$ cat config.mk
export PLATFORM = sky130hd
export DESIGN_NAME = ft4052c_pixel_capture_flat
export DESIGN_NICKNAME = d
export VERILOG_FILES = /design/src/rtl/ft4052c_pixel_capture_if.sv /design/src/rtl/ft4052c_pixel_capture.sv /design/src/flat_wrapper.sv
export SDC_FILE = /design/constraint.sdc
export NUM_CORES = 2
export LEC_CHECK = 0
export ABC_AREA = 0
export CAP_MARGIN = 20
export CORE_ASPECT_RATIO = 0.75
export CORE_UTILIZATION = 45
export DETAILED_ROUTE_END_ITERATION = 10
export HOLD_SLACK_MARGIN = 0.05
export PLACE_DENSITY = 0.63
export SLEW_MARGIN = 20
export SYNTH_ARGS = -nofsm -noshare
export SYNTH_HDL_FRONTEND = slang
export SYNTH_SLANG_ARGS = --single-unit
$ cat constraint.sdc
create_clock -name CLK -period 9.4 [get_ports CLK]
set_input_delay 1.88 -clock CLK [delete_from_list [all_inputs] [get_ports CLK]]
set_output_delay 1.88 -clock CLK [all_outputs]
set_load 0.005 [all_outputs]
$ cat src/rtl/ft4052c_pixel_capture_if.sv
// Valid/ready pixel stream from the capture block to the frame-store writer.
// Each word carries start-of-frame and end-of-line tags alongside the pixel.
interface ft4052c_pixel_capture_if;
  logic        M_VALID;
  logic        M_READY;
  logic [15:0] M_DATA;
  logic        M_SOF;
  logic        M_EOL;

  modport master (output M_VALID, output M_DATA, output M_SOF, output M_EOL, input M_READY);
  modport slave  (input M_VALID, input M_DATA, input M_SOF, input M_EOL, output M_READY);
endinterface

$ cat src/rtl/ft4052c_pixel_capture.sv
// FT4052C pixel capture: row/column tracking, window crop, SOF/EOL tagging and an output FIFO.
// Optional test-pattern source enabled by defining FT_CAPTURE_TESTPAT_EN.
module ft4052c_pixel_capture #(
  parameter int unsigned FIFO_DEPTH = 64,
  parameter int unsigned CNT_W      = 13
) (
  input  logic        CLK,
  input  logic        RESET_N,
  input  logic        VA,
  input  logic        SSC,
  input  logic        ADC_W,
  input  logic [15:0] ADC_DATA,
  input  logic [15:0] OFFSET_X,
  input  logic [15:0] OFFSET_Y,
  input  logic [15:0] ACTIVE_X,
  input  logic [15:0] ACTIVE_Y,
`ifdef FT_CAPTURE_TESTPAT_EN
  input  logic        TESTPAT,
`endif
  ft4052c_pixel_capture_if.master m,
  output logic        FRAME_DONE,
  output logic        OVERFLOW,
  output logic [31:0] PIX_COUNT
);
  localparam int unsigned AW = $clog2(FIFO_DEPTH);
  localparam logic [CNT_W-1:0] CntMax = '1;
  localparam logic [CNT_W-1:0] CntOne = CNT_W'(1);
  localparam logic [AW:0]      PtrOne = (AW+1)'(1);

  typedef enum logic [1:0] {StArm, StIdle, StFrame, StDone} state_e;
  state_e state_q, state_d;

  logic [CNT_W-1:0] row_q, row_d, col_q, col_d;
  logic             line_seen_q, line_seen_d;
  logic             ssc_q;
  logic [15:0]      off_x_q, off_y_q, act_x_q, act_y_q;
  logic             sof_armed_q, sof_armed_d;
  logic             overflow_q, overflow_d;
  logic [31:0]      pix_count_q, pix_count_d;
  logic             stg_valid_q, stg_valid_d, stg_eol_q, stg_eol_d;
  logic [15:0]      stg_data_q, stg_data_d;

  logic [17:0]      mem_q [FIFO_DEPTH];
  logic [AW:0]      wr_ptr_q, rd_ptr_q;
  logic [17:0]      rd_word;
  logic             fifo_empty, fifo_full, fifo_pop, fifo_wr, fifo_drop;

  logic             start, ssc_rise, sample, in_win, at_eol;
  logic [16:0]      col_w, row_w, end_x, end_y;
  logic [15:0]      pix_data;

  assign start    = (state_q == StIdle) & VA;
  assign ssc_rise = SSC & ~ssc_q;
  // VA low in the same cycle as a strobe discards it; strobes before the first line are ignored.
  assign sample   = (state_q == StFrame) & VA & ADC_W & ~SSC & line_seen_q;

  assign col_w  = 17'(col_q);
  assign row_w  = 17'(row_q);
  assign end_x  = 17'(off_x_q) + 17'(act_x_q);
  assign end_y  = 17'(off_y_q) + 17'(act_y_q);
  assign in_win = (col_w >= 17'(off_x_q)) && (col_w < end_x) &&
                  (row_w >= 17'(off_y_q)) && (row_w < end_y) &&
                  (col_q != CntMax) && (row_q != CntMax);
  assign at_eol = (col_w == end_x - 17'd1);

`ifdef FT_CAPTURE_TESTPAT_EN
  assign pix_data = TESTPAT ? {row_q[7:0], col_q[7:0]} : ADC_DATA;
`else
  assign pix_data = ADC_DATA;
`endif

  always_comb begin
    state_d     = state_q;
    row_d       = row_q;
    col_d       = col_q;
    line_seen_d = line_seen_q;
    stg_valid_d = 1'b0;
    stg_eol_d   = stg_eol_q;
    stg_data_d  = stg_data_q;
    unique case (state_q)
      StArm:  if (!VA) state_d = StIdle;
      StIdle: begin
        if (VA) begin
          state_d     = StFrame;
          row_d       = CntMax;
          col_d       = '0;
          line_seen_d = 1'b0;
        end
      end
      StFrame: begin
        if (!VA) begin
          state_d = StDone;
        end else if (ssc_rise) begin
          row_d       = !line_seen_q ? '0 : ((row_q == CntMax) ? row_q : row_q + CntOne);
          col_d       = '0;
          line_seen_d = 1'b1;
        end else if (sample) begin
          col_d       = (col_q == CntMax) ? col_q : col_q + CntOne;
          stg_valid_d = in_win;
          stg_eol_d   = at_eol;
          stg_data_d  = pix_data;
        end
      end
      StDone:  state_d = StIdle;
      default: state_d = StArm;
    endcase
  end

  assign fifo_empty = (wr_ptr_q == rd_ptr_q);
  assign fifo_full  = (wr_ptr_q[AW] != rd_ptr_q[AW]) && (wr_ptr_q[AW-1:0] == rd_ptr_q[AW-1:0]);
  assign fifo_pop   = ~fifo_empty & m.M_READY;
  // A pop in the same cycle frees the slot, so a full FIFO still accepts the write.
  assign fifo_wr    = stg_valid_q & (~fifo_full | fifo_pop);
  assign fifo_drop  = stg_valid_q & fifo_full & ~fifo_pop;

  always_comb begin
    sof_armed_d = sof_armed_q;
    overflow_d  = overflow_q;
    pix_count_d = pix_count_q;
    if (start) begin
      sof_armed_d = 1'b1;
      overflow_d  = 1'b0;
      pix_count_d = '0;
    end else begin
      if (fifo_wr) begin
        sof_armed_d = 1'b0;
        pix_count_d = pix_count_q + 32'd1;
      end
      if (fifo_drop) overflow_d = 1'b1;
    end
  end

  always_ff @(posedge CLK or negedge RESET_N) begin
    if (!RESET_N) begin
      state_q     <= StArm;
      row_q       <= CntMax;
      col_q       <= '0;
      line_seen_q <= 1'b0;
      ssc_q       <= 1'b0;
      off_x_q     <= '0;
      off_y_q     <= '0;
      act_x_q     <= '0;
      act_y_q     <= '0;
      sof_armed_q <= 1'b0;
      overflow_q  <= 1'b0;
      pix_count_q <= '0;
      stg_valid_q <= 1'b0;
      stg_eol_q   <= 1'b0;
      stg_data_q  <= '0;
      wr_ptr_q    <= '0;
      rd_ptr_q    <= '0;
    end else begin
      state_q     <= state_d;
      row_q       <= row_d;
      col_q       <= col_d;
      line_seen_q <= line_seen_d;
      ssc_q       <= SSC;
      if (start) begin
        off_x_q <= OFFSET_X;
        off_y_q <= OFFSET_Y;
        act_x_q <= ACTIVE_X;
        act_y_q <= ACTIVE_Y;
      end
      sof_armed_q <= sof_armed_d;
      overflow_q  <= overflow_d;
      pix_count_q <= pix_count_d;
      stg_valid_q <= stg_valid_d;
      stg_eol_q   <= stg_eol_d;
      stg_data_q  <= stg_data_d;
      if (fifo_wr)  wr_ptr_q <= wr_ptr_q + PtrOne;
      if (fifo_pop) rd_ptr_q <= rd_ptr_q + PtrOne;
    end
  end

  always_ff @(posedge CLK) begin
    if (fifo_wr) mem_q[wr_ptr_q[AW-1:0]] <= {stg_eol_q, sof_armed_q, stg_data_q};
  end

  assign rd_word    = mem_q[rd_ptr_q[AW-1:0]];
  assign m.M_VALID  = ~fifo_empty;
  assign m.M_DATA   = fifo_empty ? '0 : rd_word[15:0];
  assign m.M_SOF    = ~fifo_empty & rd_word[16];
  assign m.M_EOL    = ~fifo_empty & rd_word[17];
  assign FRAME_DONE = (state_q == StDone);
  assign OVERFLOW   = overflow_q;
  assign PIX_COUNT  = pix_count_q;
endmodule

$ cat src/flat_wrapper.sv
// flat-port wrapper written by rule: the top's interface ports become plain ports
module ft4052c_pixel_capture_flat 
#(
  parameter int unsigned FIFO_DEPTH = 64,
  parameter int unsigned CNT_W      = 13
)
  (CLK, RESET_N, VA, SSC, ADC_W, ADC_DATA, OFFSET_X, OFFSET_Y, ACTIVE_X, ACTIVE_Y, FRAME_DONE, OVERFLOW, PIX_COUNT, m_M_VALID, m_M_DATA, m_M_SOF, m_M_EOL, m_M_READY);
  ft4052c_pixel_capture_if m_i ();
  input  logic CLK;
  input  logic RESET_N;
  input  logic VA;
  input  logic SSC;
  input  logic ADC_W;
  input  logic [15:0] ADC_DATA;
  input  logic [15:0] OFFSET_X;
  input  logic [15:0] OFFSET_Y;
  input  logic [15:0] ACTIVE_X;
  input  logic [15:0] ACTIVE_Y;
  output logic FRAME_DONE;
  output logic OVERFLOW;
  output logic [31:0] PIX_COUNT;
  output wire logic [$bits(m_i.M_VALID)-1:0] m_M_VALID;
  output wire logic [$bits(m_i.M_DATA)-1:0] m_M_DATA;
  output wire logic [$bits(m_i.M_SOF)-1:0] m_M_SOF;
  output wire logic [$bits(m_i.M_EOL)-1:0] m_M_EOL;
  input wire logic [$bits(m_i.M_READY)-1:0] m_M_READY;
  assign m_M_VALID = m_i.M_VALID;
  assign m_M_DATA = m_i.M_DATA;
  assign m_M_SOF = m_i.M_SOF;
  assign m_M_EOL = m_i.M_EOL;
  assign m_i.M_READY = m_M_READY;
  ft4052c_pixel_capture #(.FIFO_DEPTH(FIFO_DEPTH), .CNT_W(CNT_W)) u_core (.CLK(CLK), .RESET_N(RESET_N), .VA(VA), .SSC(SSC), .ADC_W(ADC_W), .ADC_DATA(ADC_DATA), .OFFSET_X(OFFSET_X), .OFFSET_Y(OFFSET_Y), .ACTIVE_X(ACTIVE_X), .ACTIVE_Y(ACTIVE_Y), .m(m_i), .FRAME_DONE(FRAME_DONE), .OVERFLOW(OVERFLOW), .PIX_COUNT(PIX_COUNT));
endmodule
==> summary.md <==
| Metric | Value |
|---|---|
| Worst EP arrival | `4.97 ns` |
| Primary FF master, synth | `edfxtp_1` |
| Max Freq | `0.1460 GHz` |
| Netlist cell types | `87` |
| Hold Crit Class | `register to register` |
| Place WS | `3.285 ns` |
| First-pass GRT wire length | `between 150,000 and 200,000 microns` |
| Reg2Reg Setup Slack | `~4.7 ns` |
| Post-synthesis sequential area ratio | `0.7124` |
| GR Layer Usage met1 | `0.3178` |
| Mean Syn Cell Area | `19.00 sq um` |
| Final setup TNS | `0 ns` |
| Worst rel slew slack | `0.2930` |
| Synthesized netlist net count | `3,031` |
| Max cap viols | `0` |
| Slowest CP cell | `dfrtp_4` |
| Total power draw | `roughly 19 mW` |
| H-tree levels | `4` |
| Final net count | `3,231` |
| RePlAce Congestion | `0.8263` |
| Final setup skew | `0.03547 ns` |
| Cell repeated most along the worst path | `mux4_2` |
| RSZ-0062 raised after global routing | `no` |
| Core footprint | `approximately 0.12 sq mm` |
| Initial antenna violation count | `7` |
| PD cells | `306.7 mW/mm^2` |
| Crit path kind | `register to output port` |
| Lkg Pwr | `a little over 20 nW` |
| Area after DPL | `about 0.058 sq mm` |
| Vias | `28,280` |
| Final setup vio count | `0` |
| Starting DRT DRC Count | `3,159` |
| Post-CTS setup buffer count | `0` |
| Total GRT Usage | `0.2216` |
| EDFF count, synth | `between 1,000 and 1,500` |
| Worst-path clk slew | `0.06 ns` |
| CP max FO | `98` |
| Gr ovfl total | `0` |
| Commonest non-fill, non-tap cell in the layout | `edfxtp_1` |
| Synth Register Bits | `1,312` |
| Site Rows | `109` |
| Synth Instances | `2,852` |
| # DRC | `0` |
| CP Data Required Time | `about 7.5 ns` |
| Crit end category | `output port` |
| Chip height | `302.6 microns` |
| Post-layout minimum cycle time | `roughly 6.8 ns` |
| GR peak layer | `met2` |
| Design area | `0.06204 sq mm` |
| Grt met2 use | `0.3426` |
| I/O Pins | `139` |
| Fin crit share | `0.7284` |
| Synth Warn # | `0` |
| CTS Buf Count | `133` |
| Max stage delay on crit path | `approximately 0.99 ns` |
| Fin. max-slew vios | `0` |
| Ys async rst share | `0.1220` |
| Hpwl dp | `roughly 77,000 microns` |
| Hold buffers post-CTS | `0` |
| CP Launch Type | `register` |
| Commonest non-fill, non-tap cells in the layout | `edfxtp_1, mux4_2, nand2_1` |
| Longest Clk Path Bufs | `3` |
| Die Area | `0.1219 sq mm` |
| Root buf cell | `clkbuf_16` |
| Clock sinks | `approximately 1,300` |
| Port Buffers | `roughly 140` |
| Final design utilization | `0.5229` |
| CTS tree | `done` |
| Min setup slack post-route | `2.553 ns` |
| Status | `completed` |
| Vias/cell | `6.000` |
| Pin count of the biggest net entering global routing | `about 120` |
| VDD IR max | `269.0 uV` |
| Worst-Skew Late Latency | `around 0.77 ns` |
| Antenna viol nets, final | `0` |
| Post-cts sizing count | `0` |
| Initial Util | `0.4568` |
| DRT Pass-1 Iters | `8` |
| Actual slew at the worst max-slew pin | `1.057 ns` |
| Layout cells sized above 1 | `0.2420` |
| Met3 Resource Use GR | `0.04881` |
| Final hold violations | `0` |
| Area grow syn2layout | `14.47%` |
| Post-Route WL | `133,300 microns` |
| Routed len/inst | `28.28 microns` |
| Die width | `~400 microns` |
| CP cell instances | `buf_12 > mux4_2 > mux4_2 > mux4_2 > nor2b_1 > clkdlybuf4s50_1` |
| Mapped Area | `0.05420 sq mm` |
| Vias in the first global route | `around 29,000` |
worst max-delay path: cells and delay by family, from the launching register on:
| kind | cells | cell delay, ns |
|---|---|---|
| muxes | 3 | 1.69 |
| buffers and inverters | 2 | 1.17 |
| DFF | 1 | 0.99 |
| and+or+nand+nor | 1 | 0.19 |
cell families (layout without fill, tap and decap cells):
group | Yosys count | after routing | share of synthesized area
compound gates | 241 | 241 | 0.03031
other cells | 0 | 2 | 0
buf+inv | 190 | 495 | 0.01367
xor+xnor | 83 | 83 | 0.01415
simple gates | 532 | 532 | 0.04594
flops | 1312 | 1312 | 0.7124
mux | 400 | 400 | 0.1616
fa+ha+maj | 94 | 94 | 0.02193
power breakdown:
| group | internal [mW] | switching (mW) | total [mW] |
|---|---|---|---|
| logic | 2.82 | 3.24 | 6.06 |
| clock network | 2.87 | 2.22 | 5.09 |
| registers | 7.16 | 0.726 | 7.88 |
| total | 12.8 | 6.19 | 19.0 |
through the flow:
step	instances	hold WS [ns]
2_1_floorplan	2852	0.4523
3_3_place_gp	4470	0.4737
3_5_place_dp	4470	0.4746
4_1_cts	4710	0.4899
5_1_grt	4712	0.5060
6_report	4713	0.4874
cell usage after synthesis (4+ instances only):
cell type / n / area share
edfxtp_1: 1152 / 0.64
mux4_2: 378 / 0.16
nand2_1: 208 / 0.014
dfrtp_1: 147 / 0.068
nor2_1: 138 / 0.0096
ha_1: 91 / 0.021
clkbuf_1: 82 / 0.0057
o21ai_0: 79 / 0.0073
inv_1: 57 / 0.0039
xnor2_1: 50 / 0.0081
a21oi_1: 39 / 0.0036
buf_1: 35 / 0.0024
nand3_1: 33 / 0.0030
xor2_1: 30 / 0.0048
nor2b_1: 28 / 0.0032
a21o_1: 22 / 0.0030
nand4_1: 20 / 0.0023
mux2_2: 19 / 0.0039
or3_1: 17 / 0.0020
and3_1: 15 / 0.0017
buf_2: 13 / 0.0012
dfstp_2: 13 / 0.0063
nor3_1: 12 / 0.0011
a22o_1: 10 / 0.0016
nand2b_1: 10 / 0.0012
o21a_1: 10 / 0.0014
a211oi_1: 9 / 0.0012
o31ai_1: 8 / 0.0011
or2_2: 7 / 0.00081
a31oi_1: 6 / 0.00069
and2_1: 6 / 0.00069
and4_1: 6 / 0.00097
nand3b_1: 6 / 0.00083
nor4_1: 6 / 0.00069
o211ai_1: 6 / 0.00083
a2111oi_0: 5 / 0.00081
a211o_1: 4 / 0.00065
o21bai_1: 4 / 0.00055
state kept, by name, summed over array words and instances, names as in the netlist:
name and flops:
u_core.act_y_q 16, u_core.stg_eol_q 1, u_core.line_seen_q 1, u_core.off_y_q 16, u_core.col_q 13, u_core.rd_ptr_q 7, u_core.OVERFLOW 1, u_core.state_q 2
u_core.sof_armed_q 1, u_core.PIX_COUNT 32, u_core.stg_data_q 16, u_core.off_x_q 16, u_core.ssc_q 1, u_core.act_x_q 16, u_core.wr_ptr_q 7, u_core.row_q 13
u_core.stg_valid_q 1, u_core.mem_q 1152
final timing paths:
kind	startpoint	cells after the start	endpoint
max	u_core.rd_ptr_q[0]$_DFFE_PN0P_	6	m_M_DATA[8]
min	u_core.act_x_q[3]$_DFFE_PN0P_	2	u_core.act_x_q[3]$_DFFE_PN0P_
max reg2reg	u_core.rd_ptr_q[0]$_DFFE_PN0P_	7	u_core.mem_q[39][3]$_DFFE_PP_
min reg2reg	u_core.act_x_q[3]$_DFFE_PN0P_	2	u_core.act_x_q[3]$_DFFE_PN0P_
max in group asynchronous	RESET_N	2	u_core.off_y_q[0]$_DFFE_PN0P_
min in group asynchronous	RESET_N	1	u_core.PIX_COUNT[21]$_DFFE_PN0P_
final cells by class:
cell class,count,area [sq um]
tap,1554,1944
inverter,58,217.7
clock buffer,171,3545
multi-input combinational,1350,15160
clock inverter,69,584.3
sequential,1312,38680
timing repair buffer,197,1908
fill,9310,56610
antenna,2,5.005
routing by layer:
metal | vias up | part of all wire | routed length [microns]
li1 | 11910 | - | -
met1 | 15020 | 0.43 | 56640
met2 | 1148 | 0.46 | 61880
met3 | 193 | 0.086 | 11520
met4 | 0 | 0.024 | 3234
met5 | - | 0 | 0
No activity file was read; power rests on OpenSTA's default activity.
